## src/rtl/lt1185_seq_pkg.sv

```systemverilog
// Shared definitions for the LT1185 rail sequencer.
//   seq_state_t  : sequencer FSM states
//   IDX_W        : width of the rail index and of fault_rail
//   RETRY_W      : width of the retry counter
//   RETRY_SAT    : saturation value of the retry counter
//   timer_width(): bits needed by a down-counter that must hold the largest
//                  of the three delay parameters
package lt1185_seq_pkg;

  typedef enum logic [2:0] {
    IDLE,
    RAMP_UP,
    SETTLE,
    ON,
    RAMP_DOWN,
    FAULT,
    BACKOFF,
    LOCKOUT
  } seq_state_t;

  localparam int IDX_W   = 3;
  localparam int RETRY_W = 4;
  localparam logic [RETRY_W-1:0] RETRY_SAT = 4'hF;

  function automatic int timer_width(input int a, input int b, input int c);
    int m;
    m = a;
    if (b > m) m = b;
    if (c > m) m = c;
    return $clog2(m + 1);
  endfunction

endpackage

```

## src/rtl/lt1185_pgood_sync.sv

```systemverilog
// Two-flop synchroniser for the asynchronous regulator power-good pins.
//   clk    in  system clock
//   rst_n  in  async active-low clear of both flop stages
//   pgood  in  WIDTH raw power-good pins
//   ps     out WIDTH synchronised power-good, two clk cycles behind pgood
module lt1185_pgood_sync #(
  parameter int WIDTH = 4
) (
  input  logic             clk,
  input  logic             rst_n,
  input  logic [WIDTH-1:0] pgood,
  output logic [WIDTH-1:0] ps
);

  logic [WIDTH-1:0] meta_reg;
  logic [WIDTH-1:0] sync_reg;

  always_ff @(posedge clk or negedge rst_n) begin
    if (!rst_n) begin
      meta_reg <= '0;
      sync_reg <= '0;
    end else begin
      meta_reg <= pgood;
      sync_reg <= meta_reg;
    end
  end

  assign ps = sync_reg;

endmodule

```

## src/rtl/lt1185_rail_sequencer.sv

```systemverilog
// Power sequencer for a bank of LT1185 regulator rails.
// Rails come up in index order, each one gated on its own power-good, and go
// down in reverse order. A rail losing power-good (or never reaching it) drops
// every rail at once, then the bank is retried after a back-off period until
// the retry budget is spent, at which point it locks out.
//   clk        in   system clock
//   rst_n      in   async active-low reset
//   pwr_req    in   1 = bring rails up, 0 = take rails down
//   pgood      in   N_RAILS async power-good pins
//   en         out  N_RAILS regulator enables
//   pwr_ok     out  all rails up and settled
//   fault      out  sticky fault flag (cleared on reaching ON or IDLE)
//   fault_rail out  index of the rail that caused the most recent fault
//   retry_cnt  out  faults since the last visit to IDLE (saturating)
//   lockout    out  retry budget exhausted, waiting for pwr_req=0
module lt1185_rail_sequencer
  import lt1185_seq_pkg::*;
#(
  parameter int N_RAILS     = 4,
  parameter int TIMEOUT_CYC = 1000,
  parameter int SETTLE_CYC  = 64,
  parameter int BACKOFF_CYC = 4096,
  parameter int MAX_RETRY   = 3
) (
  input  logic               clk,
  input  logic               rst_n,
  input  logic               pwr_req,
  input  logic [N_RAILS-1:0] pgood,
  output logic [N_RAILS-1:0] en,
  output logic               pwr_ok,
  output logic               fault,
  output logic [IDX_W-1:0]   fault_rail,
  output logic [RETRY_W-1:0] retry_cnt,
  output logic               lockout
);

  localparam int TIMER_W = timer_width(TIMEOUT_CYC, SETTLE_CYC, BACKOFF_CYC);

  // Reload values are one less than the dwell: the expiry is seen on the
  // cycle the counter already reads zero.
  localparam logic [TIMER_W-1:0] T_TIMEOUT = TIMER_W'(TIMEOUT_CYC - 1);
  localparam logic [TIMER_W-1:0] T_SETTLE  = TIMER_W'(SETTLE_CYC - 1);
  localparam logic [TIMER_W-1:0] T_BACKOFF = TIMER_W'(BACKOFF_CYC - 1);
  localparam logic [TIMER_W-1:0] T_ONE     = TIMER_W'(1);

  localparam logic [N_RAILS-1:0] RAIL0    = N_RAILS'(1);
  localparam logic [IDX_W-1:0]   LAST_IDX = IDX_W'(N_RAILS - 1);
  localparam logic [IDX_W-1:0]   IDX_ONE  = IDX_W'(1);
  localparam logic [RETRY_W-1:0] MAX_R    = RETRY_W'(MAX_RETRY);

  seq_state_t         state;
  logic [IDX_W-1:0]   idx;
  logic [TIMER_W-1:0] timer;

  logic [N_RAILS-1:0] ps;
  logic [N_RAILS-1:0] sel;
  logic               ps_sel;
  logic               timer_zero;
  logic               chk_state;
  logic               chk_cur;
  logic [N_RAILS-1:0] flt_mask;
  logic               flt_any;
  logic [IDX_W-1:0]   flt_rail;
  logic               timeout_hit;
  logic               fault_go;
  logic [IDX_W-1:0]   fault_src;

  lt1185_pgood_sync #(
    .WIDTH(N_RAILS)
  ) u_sync (
    .clk  (clk),
    .rst_n(rst_n),
    .pgood(pgood),
    .ps   (ps)
  );

  // One-hot select of the rail currently being stepped.
  assign sel        = RAIL0 << idx;
  assign ps_sel     = |(ps & sel);
  assign timer_zero = (timer == '0);

  // Rails below idx are always supervised; the rail at idx joins once its
  // own power-good has been seen (SETTLE and ON).
  assign chk_state = (state == RAMP_UP) || (state == SETTLE) || (state == ON);
  assign chk_cur   = (state == SETTLE) || (state == ON);

  generate
    for (genvar gi = 0; gi < N_RAILS; gi++) begin : g_flt
      assign flt_mask[gi] = chk_state && en[gi] && !ps[gi] &&
                            ((IDX_W'(gi) < idx) || (chk_cur && (IDX_W'(gi) == idx)));
    end
  endgenerate

  assign flt_any = |flt_mask;

  // Walk downward so the lowest failing rail is the one that sticks.
  always_comb begin
    flt_rail = '0;
    for (int j = N_RAILS - 1; j >= 0; j--) begin
      if (flt_mask[j]) flt_rail = IDX_W'(j);
    end
  end

  // A ramp timeout only counts if nothing of higher priority happens this
  // cycle: a supervised-rail fault, a request drop, or the rail arriving.
  assign timeout_hit = (state == RAMP_UP) && pwr_req && !ps_sel && timer_zero;
  assign fault_go    = flt_any || timeout_hit;
  assign fault_src   = flt_any ? flt_rail : idx;

  always_ff @(posedge clk or negedge rst_n) begin
    if (!rst_n) begin
      state      <= IDLE;
      idx        <= '0;
      timer      <= '0;
      en         <= '0;
      pwr_ok     <= 1'b0;
      fault      <= 1'b0;
      fault_rail <= '0;
      retry_cnt  <= '0;
      lockout    <= 1'b0;
    end else if (fault_go) begin
      // Drop every rail in the same edge that detects the problem.
      state      <= FAULT;
      en         <= '0;
      pwr_ok     <= 1'b0;
      fault      <= 1'b1;
      fault_rail <= fault_src;
      retry_cnt  <= (retry_cnt == RETRY_SAT) ? RETRY_SAT : retry_cnt + 4'd1;
    end else begin
      case (state)
        IDLE: begin
          if (pwr_req) begin
            state <= RAMP_UP;
            idx   <= '0;
            en    <= RAIL0;
            timer <= T_TIMEOUT;
          end
        end

        RAMP_UP: begin
          if (!pwr_req) begin
            state <= RAMP_DOWN;
            en    <= en & ~sel;
            timer <= T_SETTLE;
          end else if (ps_sel) begin
            state <= SETTLE;
            timer <= T_SETTLE;
          end else begin
            timer <= timer - T_ONE;
          end
        end

        SETTLE: begin
          if (!pwr_req) begin
            state <= RAMP_DOWN;
            en    <= en & ~sel;
            timer <= T_SETTLE;
          end else if (timer_zero) begin
            if (idx < LAST_IDX) begin
              state <= RAMP_UP;
              idx   <= idx + IDX_ONE;
              en    <= en | (sel << 1);
              timer <= T_TIMEOUT;
            end else begin
              state  <= ON;
              pwr_ok <= 1'b1;
              fault  <= 1'b0;
            end
          end else begin
            timer <= timer - T_ONE;
          end
        end

        ON: begin
          if (!pwr_req) begin
            state  <= RAMP_DOWN;
            pwr_ok <= 1'b0;
            en     <= en & ~sel;
            timer  <= T_SETTLE;
          end
        end

        // en[idx] is already low on entry; after the dwell step to idx-1.
        RAMP_DOWN: begin
          if (timer_zero) begin
            if (idx == '0) begin
              state     <= IDLE;
              retry_cnt <= '0;
              fault     <= 1'b0;
            end else begin
              idx   <= idx - IDX_ONE;
              en    <= en & ~(sel >> 1);
              timer <= T_SETTLE;
            end
          end else begin
            timer <= timer - T_ONE;
          end
        end

        // retry_cnt already holds the incremented count here.
        FAULT: begin
          if (retry_cnt < MAX_R) begin
            state <= BACKOFF;
            timer <= T_BACKOFF;
          end else begin
            state   <= LOCKOUT;
            lockout <= 1'b1;
          end
        end

        BACKOFF: begin
          if (timer_zero) begin
            if (pwr_req) begin
              state <= RAMP_UP;
              idx   <= '0;
              en    <= RAIL0;
              timer <= T_TIMEOUT;
            end else begin
              state     <= IDLE;
              retry_cnt <= '0;
              fault     <= 1'b0;
            end
          end else begin
            timer <= timer - T_ONE;
          end
        end

        LOCKOUT: begin
          if (!pwr_req) begin
            state     <= IDLE;
            lockout   <= 1'b0;
            retry_cnt <= '0;
            fault     <= 1'b0;
          end
        end

        default: begin
          state <= IDLE;
          en    <= '0;
        end
      endcase
    end
  end

endmodule
```

## config.mk

```make
export PLATFORM = sky130hd
export DESIGN_NAME = lt1185_rail_sequencer
export DESIGN_NICKNAME = d
export VERILOG_FILES = /design/src/rtl/lt1185_seq_pkg.sv /design/src/rtl/lt1185_pgood_sync.sv /design/src/rtl/lt1185_rail_sequencer.sv
export SDC_FILE = /design/constraint.sdc
export NUM_CORES = 1
export LEC_CHECK = 0
export CAP_MARGIN = 20
export CELL_PAD_IN_SITES_DETAIL_PLACEMENT = 1
export CELL_PAD_IN_SITES_GLOBAL_PLACEMENT = 1
export CORE_MARGIN = 2
export CORE_UTILIZATION = 48
export CTS_BUF_LIST = sky130_fd_sc_hd__clkbuf_16
export DETAILED_ROUTE_END_ITERATION = 8
export GPL_ROUTABILITY_DRIVEN = 0
export PLACE_DENSITY_LB_ADDON = 0.1
export SLEW_MARGIN = 5
export SYNTH_ARGS = -nofsm -noshare
export SYNTH_HDL_FRONTEND = slang
export SYNTH_SLANG_ARGS = --single-unit
```

## constraint.sdc

```tcl
create_clock -name clk -period 5.8 [get_ports clk]
set_clock_uncertainty 0.15 [all_clocks]
set_input_delay 1.16 -clock clk [delete_from_list [all_inputs] [get_ports clk]]
set_output_delay 1.16 -clock clk [all_outputs]
set_load 0.1 [all_outputs]
```

# ---- Yosys cells after proc, flatten, opt, wreduce, memory -nomap -nowiden
# Index checks and enable logic that the tools add are counted.
dict set report word_totals {
  register_bits 41
  latchBits 0
  ramBits 0
  rom_bits 0
  in_bits 7
  out_inout_bits 14
  wordCells 193
  n_memories 0
}
dict set report op_classes {
  add_sub_neg 4
  multipliers 0
  n_div 0
  n_lt_le_gt_ge 6
  eq_ne 37
  n_shift 1
  muxes 74
  bitwise_logic 7
  n_reduce_logical 53
}
# op n
set ops {}
lappend ops {{$mux W13} 11}
lappend ops {{$pmux W13 S7} 1}
lappend ops {{$mux W4} 15}
lappend ops {{$mux W3} 19}
lappend ops {{$ne A3 B3 Y1 const B} 11}
lappend ops {{$pmux W3 S8} 1}
lappend ops {{$pmux W4 S5} 1}
lappend ops {{$logic_and A1 B1 Y1} 19}
lappend ops {{$ne A2 B2 Y1 const B} 9}
lappend ops {{$mux W1} 16}
lappend ops {{$reduce_and A8 Y1} 2}
lappend ops {{$reduce_and A7 Y1} 2}
lappend ops {{$logic_not A13 Y1} 1}
lappend ops {{$sub A13 B1 Y13 const B} 1}
lappend ops {{$and A4 B4 Y4} 3}
lappend ops {{$eq A3 B3 Y1 const B} 4}
lappend ops {{$pmux W3 S4} 1}
lappend ops {{$pmux W4 S3} 1}
lappend ops {{$mux W2} 5}
lappend ops {{$logic_or A1 B1 Y1} 8}
lappend ops {{$ne A4 B3 Y1 const B} 2}
lappend ops {{$ne A4 B4 Y1 const B} 2}
lappend ops {{$reduce_and A4 Y1} 2}
lappend ops {{$reduce_bool A4 Y1} 2}
lappend ops {{other kinds (32)} 43}

# ---- Longest topological paths before layout
# Gate-level depths: netlist of run 1.
dict set report depth {
  depth_word 11
  depth_mapped 12
  ltp_nobuf 9
}

# ---- Hierarchy
# A second synthesis of run 1 with hierarchy kept.
dict set report hier_totals {
  cells_unflattened 354
  area_unflattened_um2 3035.4
}
# module instances cells_each area_per_inst_um2
set by_module_without_submodules {}
lappend by_module_without_submodules {lt1185_rail_sequencer 1 346 2835.2}
lappend by_module_without_submodules {lt1185_pgood_sync 1 8 200.2}

# ---- Worst setup path after synthesis of run 1
# Ideal clock, no wire load.
dict set report synth_path {
  kind {input -> register}
  from {input port pwr_req}
  to {register en[3]}
  setup_ps 126
  arrival_time_ps 2754
  required_ps 5524
  setup_slack_ps 2770
  path_stages 7
  cell_sequence {a21bo_1 a221oi_2 nand3_2 or4_1 nand2_1 nor4_1 mux2_2}
}
dict set report synth_between {
  elab_chain_len 6
  word_cells_on_any_way 17
  classes_between {6 x eq/ne; 5 x mux; 6 x reduce/logical}
}
# item line
set synth_rtl {}
lappend synth_rtl {{from (decl)} lt1185_rail_sequencer.sv:27} ;# input logic pwr_req,
lappend synth_rtl {{$logic_and A1 B1 Y1 (3 in series)} lt1185_rail_sequencer.sv:106} ;# assign timeout_hit = (state == RAMP_UP) && pwr_req && !ps_sel && timer_zero;
lappend synth_rtl {{$logic_or A1 B1 Y1} lt1185_rail_sequencer.sv:107} ;# assign fault_go = flt_any || timeout_hit;
lappend synth_rtl {{$ne A4 B3 Y1 (no line), or another cell as far along} --}
lappend synth_rtl {{$reduce_and A7 Y1 (no line)} --}
lappend synth_rtl {{to (signal assigned)} lt1185_rail_sequencer.sv:143} ;# en <= en & ~sel;
lappend synth_rtl {{to (signal assigned)} lt1185_rail_sequencer.sv:156} ;# en <= en & ~sel;
lappend synth_rtl {{to (signal assigned)} lt1185_rail_sequencer.sv:162} ;# en <= en | (sel << 1);
lappend synth_rtl {{to (decl)} lt1185_rail_sequencer.sv:29} ;# output logic [N_RAILS-1:0] en,
# Several ways; a longest one is shown, not always the timed one. The select of a mux whose other input is x is not followed.
# A chain may end at the register's enable or synchronous reset.

# ---- Worst setup path after layout of run 1
# Ends and elaborated chain as after synthesis.

==> results of run 1 <==
[path summary, 6_finish.rpt]
check,start,end,slack (ps),depth (start not counted)
worst min-delay path,u_sync.meta_reg[3],u_sync.ps[3],200,0
worst max register to register,idx[2],timer[8],2280,9
min in group asynchronous,rst_n,idx[2],860,1
max in group asynchronous,rst_n,retry_cnt[2],4010,1
worst min register to register,u_sync.meta_reg[3],u_sync.ps[3],200,0
worst max-delay path,pwr_req,en[3],1910,9
[metal layers]
metal  up-vias  track usage  part of all wire
met5         -            0                 0
met4         0      0.07797             0.019
met3        23      0.05604             0.059
met2       116       0.4656              0.47
met1      1409       0.3992              0.45
li1       1316            -                 -
[layout make-up]
type / count / share of cell area
multi-input cells: 273 / 0.5238
flip-flops and latches: 41 / 0.3124
repair buffers: 24 / 0.06857
clock buffers: 5 / 0.03810
well taps: 75 / 0.02857
inverters: 15 / 0.01714
clock inverters: 3 / 0.01143
[critical path, cell delays in order]
cell,delay (ps)
sky130_fd_sc_hd__clkdlybuf4s50_1,470
sky130_fd_sc_hd__buf_4,260
sky130_fd_sc_hd__a21bo_1,240
sky130_fd_sc_hd__a221oi_2,310
sky130_fd_sc_hd__nand3_2,270
sky130_fd_sc_hd__or4_1,540
sky130_fd_sc_hd__nand2_1,250
sky130_fd_sc_hd__nor4_1,100
sky130_fd_sc_hd__mux2_2,300
[through the flow]
stage                 util  cell area (µm²)
floorplan                -             2884
detailed placement  0.5336             3122
CTS                 0.5614             3284
global route        0.5614             3284
global placement    0.5336             3122
finish              0.5614             3284
[power breakdown]
group	switching (mW)	total [mW]	internal, mW
Combinational	0.797	1.21	0.410
Sequential	0.114	0.487	0.373
Clock	0.110	0.310	0.200
[placed cells by master (no fill, tap or decap), drive strengths merged, types with 6 or more instances in the layout]
cell type | synthesis | layout
nor3 | 15 | 15
clkdlybuf4s50 | 0 | 19
o21ai | 28 | 28
inv | 14 | 15
nor2b | 6 | 6
ha | 8 | 8
a21oi | 30 | 30
nand2 | 27 | 27
nand3 | 7 | 7
nor2 | 39 | 39
a2bb2oi | 8 | 8
a31oi | 9 | 9
nor4 | 8 | 8
o22ai | 6 | 6
dfrtp | 41 | 41
[cell families after synthesis]
group | count (synthesis) | synth area share
AO/OA/AOI/OAI | 125 | 0.2920
XOR/XNOR | 9 | 0.02733
adder cells (fa/ha/maj) | 8 | 0.03471
buffers and inverters | 32 | 0.04772
flip-flops | 41 | 0.3557
multiplexers | 2 | 0.007375
AND/OR/NAND/NOR | 129 | 0.2351
==> reports/results.txt, run 1 <==
The run finished with clean final reports. Measured along the x axis, the die boundary spans 81.52 µm. In this run the power density over the cells is 610.3 nW/µm².

Using the TritonRoute via totals, the vias-per-cell ratio works out to 6.569. The run gives 0 as the final setup violation count. The tools report the total global routing track utilization as 0.2900. After routing, the total negative slack on setup checks comes to 0 ps. For the sequential fraction of the synthesis area, the log shows 0.3557. Entering global routing, the biggest net connects 42 pins. Starting utilization of the core area: 0.4929. In this run, the number of DRC markers left after iteration 0 of detailed routing was 208. The area growth from synthesis to final layout came out at 13.88%.

For the via count of the first global-routing pass, the log shows 2883. Fill cells in the final layout number 706. The multi-input combinational cells in the finished layout cover a total of 1720 µm². For this run, design rule violations remaining after detail routing come to 0.

STA puts the critical path data arrival time at 3910 ps. The tools report the count of nets after finishing as 375. Post-detailed-route count of antenna-violating nets: 0.

Setup repair after global routing left no endpoint under its margin. For the final hold violation count, the log shows 0. The max-cap violation count is 0, and the cell count after synthesis is 346. Setup slack closes at 1906 ps. Once placement completed, the tool counted placed cells totaling 428. Each instance of the synthesized netlist takes up on average 8.335 µm². The count of hold-fix buffers inserted at cts was 0; the boundary pin count was 21. The core footprint was 5851 µm².

Yosys printed 0 warnings. The number of antenna violations at the first check in global routing came out at 0. The number of vias in the routed layout came out at 2864.

In this run the number of H-tree levels came out at 2. Wires add up to 9037 µm. The transition at the pin with the smallest max-transition slack was 974.3 ps.

The worst setup path is launched from an input pin. Detailed placement ended at an HPWL of 6327 µm. Once the clock tree was built, the resizer swapped 0 gates to a different size. Counting flops with a built-in enable in the synthesized netlist gives 0. TritonCTS built the clock tree. The die covers 6645 µm².

The clock latency reported for the late side of the worst-skew pair was 280 ps. Critical setup path kind: input pin to flop. At the worst endpoint, the required time is 5820 ps. The share of synthesized flip-flops with an asynchronous set or reset was 1.000. timer holds more flip-flops than any other register. After clock tree synthesis, the setup repair step added 0 buffers. In this run the cell area of the synthesized design comes to 2884 µm². The logs give 256.8 MHz for the maximum clock frequency and 2.005 mW for the total power consumption of the routed design. Counting instances in the post-synthesis netlist gives the leading cell types as sky130_fd_sc_hd__dfrtp_1 (41), sky130_fd_sc_hd__nor2_1 (38), sky130_fd_sc_hd__a21oi_1 (30). The detailed-route wire length per cell came out at 20.73 µm. The floorplan has 28 rows. The first global-routing pass estimated 14990 µm of wire.

The area share of the largest cell type after synthesis is 0.3557, and the worst slack after detailed placement is 1676 ps. Sorting the synthesized cells by area gives the leading types as sky130_fd_sc_hd__dfrtp_1 (36%), sky130_fd_sc_hd__a21oi_1 (5.2%), sky130_fd_sc_hd__nor2_1 (4.9%), sky130_fd_sc_hd__nand2_1 (3.5%), sky130_fd_sc_hd__ha_1 (3.5%). The buffer levels on the longest clock path came out at 2. The largest total area in the synthesized netlist belongs to sky130_fd_sc_hd__dfrtp_1. 0 antenna diodes ended up in the layout. The CTS sink count came out at 41. The global-route congestion overflow total is 0. sky130_fd_sc_hd__dfrtp_1 is the most common cell in the netlist.

Clock tree synthesis selected as its root buffer the cell sky130_fd_sc_hd__clkbuf_16. The largest fanout of any net on the critical path was 22. Summed over all cells, the static leakage comes to 1.333 nW.

The tightest hold path in the finished design has a slack of 197.0 ps. When the netlist entered floorplanning its net count stood at 361. STA classifies the critical path endpoint as a flop.

The number of clock buffers inserted by TritonCTS is 5, and the headroom to the max-slew limit is 0.3484. The number of cells in the finished layout apart from fillers was 436. The count of different cell masters after synthesis is 71, and the number of search-and-repair iterations in the first detailed-routing pass is 5. The final period utilization came out at 0.6714.

The worst-case IR drop observed on VDD is 0.2990 mV. The height of the chip came out at 81.52 µm. The max-slew violation total from the final report is 0. The flip-flop cell with the highest count after synthesis was sky130_fd_sc_hd__dfrtp_1.

Counting flops and latches in the post-synthesis netlist gives 41. The type of the worst min-delay path was flop to flop. The fraction of layout cells with a size suffix above 1 is 0.06648, and the clock period minus final worst setup slack is 3894 ps. The quantity of I/O buffers inserted on ports is 20. In the final layout, flip-flops and latches occupy 1026 µm².

The register with the most flip-flops in the layout has 13 of them. Clock-pin slew was measured on the worst setup and hold paths at 60 ps.
No activity file was read; power rests on OpenSTA's default activity.
==> run 2: changes to the inputs <==
--- a/config.mk
+++ b/config.mk
@@ -9,7 +9,7 @@
 export CELL_PAD_IN_SITES_DETAIL_PLACEMENT = 1
 export CELL_PAD_IN_SITES_GLOBAL_PLACEMENT = 1
 export CORE_MARGIN = 2
-export CORE_UTILIZATION = 48
+export CORE_UTILIZATION = 45
 export CTS_BUF_LIST = sky130_fd_sc_hd__clkbuf_16
 export DETAILED_ROUTE_END_ITERATION = 8
 export GPL_ROUTABILITY_DRIVEN = 0
==> constraint.sdc (replaced) <==
create_clock -name clk -period 4 [get_ports clk]
set_clock_uncertainty 0.15 [all_clocks]
set_input_delay 0.8 -clock clk [delete_from_list [all_inputs] [get_ports clk]]
set_output_delay 0.8 -clock clk [all_outputs]
set_load 0.1 [all_outputs]
==> run 2 against run 1 <==
Against the previous run: critical path depth unchanged; total power increased by 51%; register-to-register slack got worse by 1700 ps; largest cell class unchanged; largest power group unchanged; die area increased by 6.3%; cell area increased by 2.3%.
==> reports/results.txt, run 2 (synthesized netlist as in run 1, its figures left out) <==
The flow ran to the end, and the final reports show no timing, DRC or antenna violations. The clock latency reported for the late side of the worst-skew pair came out at 290 ps (about the same). The clock share of power is 0.175 (+0.020).

The number of clock buffers inserted by TritonCTS came out at 5 (unchanged). The top cell types in the final layout, fill and taps aside, are sky130_fd_sc_hd__dfrtp_1 (41), sky130_fd_sc_hd__nor2_1 (38), sky130_fd_sc_hd__a21oi_1 (30), sky130_fd_sc_hd__nand2_1 (27), sky130_fd_sc_hd__o21ai_0 (20). The number of vias per cell after detailed routing came out at 6.599 (+0.46%).

Largest fanout of any net on the critical path: 12 (-45%). The wire length of the first global-routing pass came out at 16120 µm (+7.5%). The run gives 0 (unchanged) as the post-detailed-route count of antenna-violating nets. The tools report the site row count as 29 (+3.6%). TritonCTS built the clock tree.

The number of antenna violations at the first check in global routing came out at 0 (unchanged). The critical path's top delay family was simple AND/OR/NAND/NOR gates. The critical setup path kind is flop to flop. Startpoint class of the critical path: a flop.

The diode insertion count for antenna repair came out at 0 (unchanged). STA classifies the critical path endpoint as a flop. The clock transition at the registers of the reported paths works out to 70 ps (about the same). The tools report the number of vias in the routed layout as 2930 (+2.3%). The logs give 4 (-1) for the number of search-and-repair iterations in the first detailed-routing pass and 41 (unchanged) for the CTS sink count.

The number of filler instances in the final layout was 767 (+8.6%). The headroom to the max-slew limit came out at 0.3397 (-0.008713). The min-delay analysis places its worst path in the category flop to flop. The data required time at the worst endpoint came out at 4010 ps (-1810 ps). The sequential share of power was 0.240 (-0.003); the total negative setup slack was 0 ps (unchanged).

The full die area was 7065 µm² (+6.3%). The cell with the biggest individual delay on the critical path was sky130_fd_sc_hd__dfrtp_1. The via count of the first global-routing pass is 2989 (+3.7%). The maximum clock frequency is 290.3 MHz.

The final hold violation count is 0 (unchanged), and the height of the chip is 84.06 µm (+3.1%). The area growth from synthesis to final layout was 16.49%. For the worst-case vdd ir drop, the log shows 0.3624 mV (+21%). The flip-flop count of the largest register, all copies and words added was 13 (unchanged); the core footprint was 6277 µm² (+7.3%).

The number of levels in the clock H-tree was 2 (unchanged); the starting utilization of the core area was 0.4594 (-0.03350). The register bank with the most flops is timer. The tools report the net switching power as 1.512 mW (+48%). Count of hold-fix buffers inserted at cts: 0 (unchanged). Setup repair after global routing left no endpoint under its margin. The count of nets after finishing was 381 (+1.6%). The max-cap violation count was 0 (unchanged).

The worst slack after detailed placement came out at 416.1 ps (-1260 ps). The transition at the pin with the smallest max-transition slack was 987.3 ps (+13.03 ps). For the global-route congestion overflow total, the log shows 0 (unchanged).

The post-CTS repair timing setup buffer count came out at 0 (unchanged). Traced cell by cell, the critical path runs through inv_1, ha_1, a22o_1, a221oi_2, nand3_2, nor4_2, nor2_2, o31ai_1, a21oi_1. The internal power contribution came out at 1.522 mW (+55%). The worst setup slack after layout was 555.9 ps (-1350 ps); the endpoint arrival time on the critical path was 3450 ps (-460 ps). The share of total power consumed by net switching came out at 0.4982 (-0.01135). The root buffer cell chosen for the clock tree is sky130_fd_sc_hd__clkbuf_16. The run gives 1.373 nW (+3.0%) as the standby leakage power. The final setup violation count is 0 (unchanged).

The run gives 6819 µm (+7.8%) as the detailed placement HPWL. The cell area power density was 903.0 nW/µm² (+48%). The most common cell after layout, fill and taps aside is sky130_fd_sc_hd__dfrtp_1. Number of DRC markers after the initial detailed-route iteration: 202 (-2.9%). Total of cells resized after clock tree synthesis: 0 (unchanged). The detailed-route wire length per cell was 21.41 µm (+3.3%); the buffer levels on the longest clock path was 2 (unchanged). Quantity of I/O buffers inserted on ports: 20 (unchanged). The logs give 21 (unchanged) for the boundary pin count and 0 (unchanged) for the max-slew violation total from the final report.

Subtracting the final worst setup slack from the clock period gives 3444 ps. The critical path buffer and inverter count was 1 (-1); the largest net degree at the start of global routing was 42 (unchanged). The width of the chip is 84.06 µm (+3.1%). The largest incremental delay on the critical path was 550 ps (about the same); the total routed wirelength was 9508 µm (+5.2%).

Combinational cell fraction of total power: 0.585 (-0.017). The final period utilization is 0.8610, and the total global routing track utilization is 0.2847 (-0.005302). The fraction of layout cells with a size suffix above 1 was 0.08719 (+0.02071); the number of design rule violations left after detail routing was 0 (unchanged).
-- run 2: cell count changes in the layout (fill, tap and decap cells not counted) --
| cell | previous run | this run |
|---|---|---|
| sky130_fd_sc_hd__buf_4 | 4 | 10 |
| sky130_fd_sc_hd__bufinv_16 | 1 | 2 |
| sky130_fd_sc_hd__clkinv_1 | 2 | 1 |
| sky130_fd_sc_hd__clkinv_2 | 0 | 1 |
| sky130_fd_sc_hd__inv_1 | 15 | 14 |
-- run 2: worst paths after layout --
| kind | start | end | slack (ps) | cells after the start |
|---|---|---|---|---|
| min in group asynchronous | rst_n | idx[2] | 510 | 1 |
| max in group asynchronous | rst_n | retry_cnt[1] | 2580 | 1 |
| hold reg to reg | u_sync.meta_reg[1] | u_sync.ps[1] | 210 | 0 |
| hold / removal | u_sync.meta_reg[1] | u_sync.ps[1] | 210 | 0 |
| setup / recovery | idx[0] | retry_cnt[2] | 560 | 9 |
| setup reg to reg | idx[0] | retry_cnt[2] | 560 | 9 |
-- run 2: power groups by stage --
stage	Clock [mW]	Combinational, mW	Sequential (mW)
floorplan	0	1.09	0.901
global placement	0	1.70	0.720
detailed placement	0	1.74	0.732
CTS	0.534	1.75	0.727
global route	0.551	1.93	0.752
finish	0.531	1.77	0.730
-- run 2: per-stage QoR --
stage | hold WS, ps | power (mW) | area, µm² | util | instances
after global placement | 183.9 | 2.416 | 3169 | 0.5049 | 436
after CTS | 219.0 | 3.012 | 3359 | 0.5352 | 444
final | 209.7 | 3.034 | 3359 | 0.5352 | 444
after detailed placement | 204.7 | 2.470 | 3169 | 0.5049 | 436
after floorplan | 181.2 | 1.992 | 2884 | - | 346
after global routing | 230.2 | 3.233 | 3359 | 0.5352 | 444
-- run 2: area by class of cell --
class / count / area [µm²] / area share
clock buffers: 5 / 125.1 / 0.03724
flip-flops and latches: 41 / 1026 / 0.3054
repair buffers: 30 / 270.3 / 0.08045
multi-input cells: 273 / 1720 / 0.5121
clock inverters: 3 / 65.06 / 0.01937
inverters: 15 / 56.30 / 0.01676
well taps: 77 / 96.34 / 0.02868
-- run 2: worst register-to-register path, cell delays in order (launching register included) --
cell,delay [ps]
sky130_fd_sc_hd__dfrtp_1,550
sky130_fd_sc_hd__inv_1,160
sky130_fd_sc_hd__ha_1,320
sky130_fd_sc_hd__a22o_1,220
sky130_fd_sc_hd__a221oi_2,390
sky130_fd_sc_hd__nand3_2,280
sky130_fd_sc_hd__nor4_2,550
sky130_fd_sc_hd__nor2_2,250
sky130_fd_sc_hd__o31ai_1,340
sky130_fd_sc_hd__a21oi_1,120
-- run 2: per-layer routing --
metal | wire, µm | global-route usage
met1 | 4478 | 0.4079
met2 | 4401 | 0.4538
met3 | 461 | 0.03660
met4 | 167 | 0.07478
met5 | 0 | 0
==> run 3: changes to the inputs <==
--- a/config.mk
+++ b/config.mk
@@ -11,6 +11,7 @@
 export CORE_MARGIN = 2
 export CORE_UTILIZATION = 45
 export CTS_BUF_LIST = sky130_fd_sc_hd__clkbuf_16
+export CTS_CLUSTER_SIZE = 40
 export DETAILED_ROUTE_END_ITERATION = 8
 export GPL_ROUTABILITY_DRIVEN = 0
 export PLACE_DENSITY_LB_ADDON = 0.1
==> results of run 3 <==
Same layout as run 2: the final DEF is identical, and so are final timing and power.
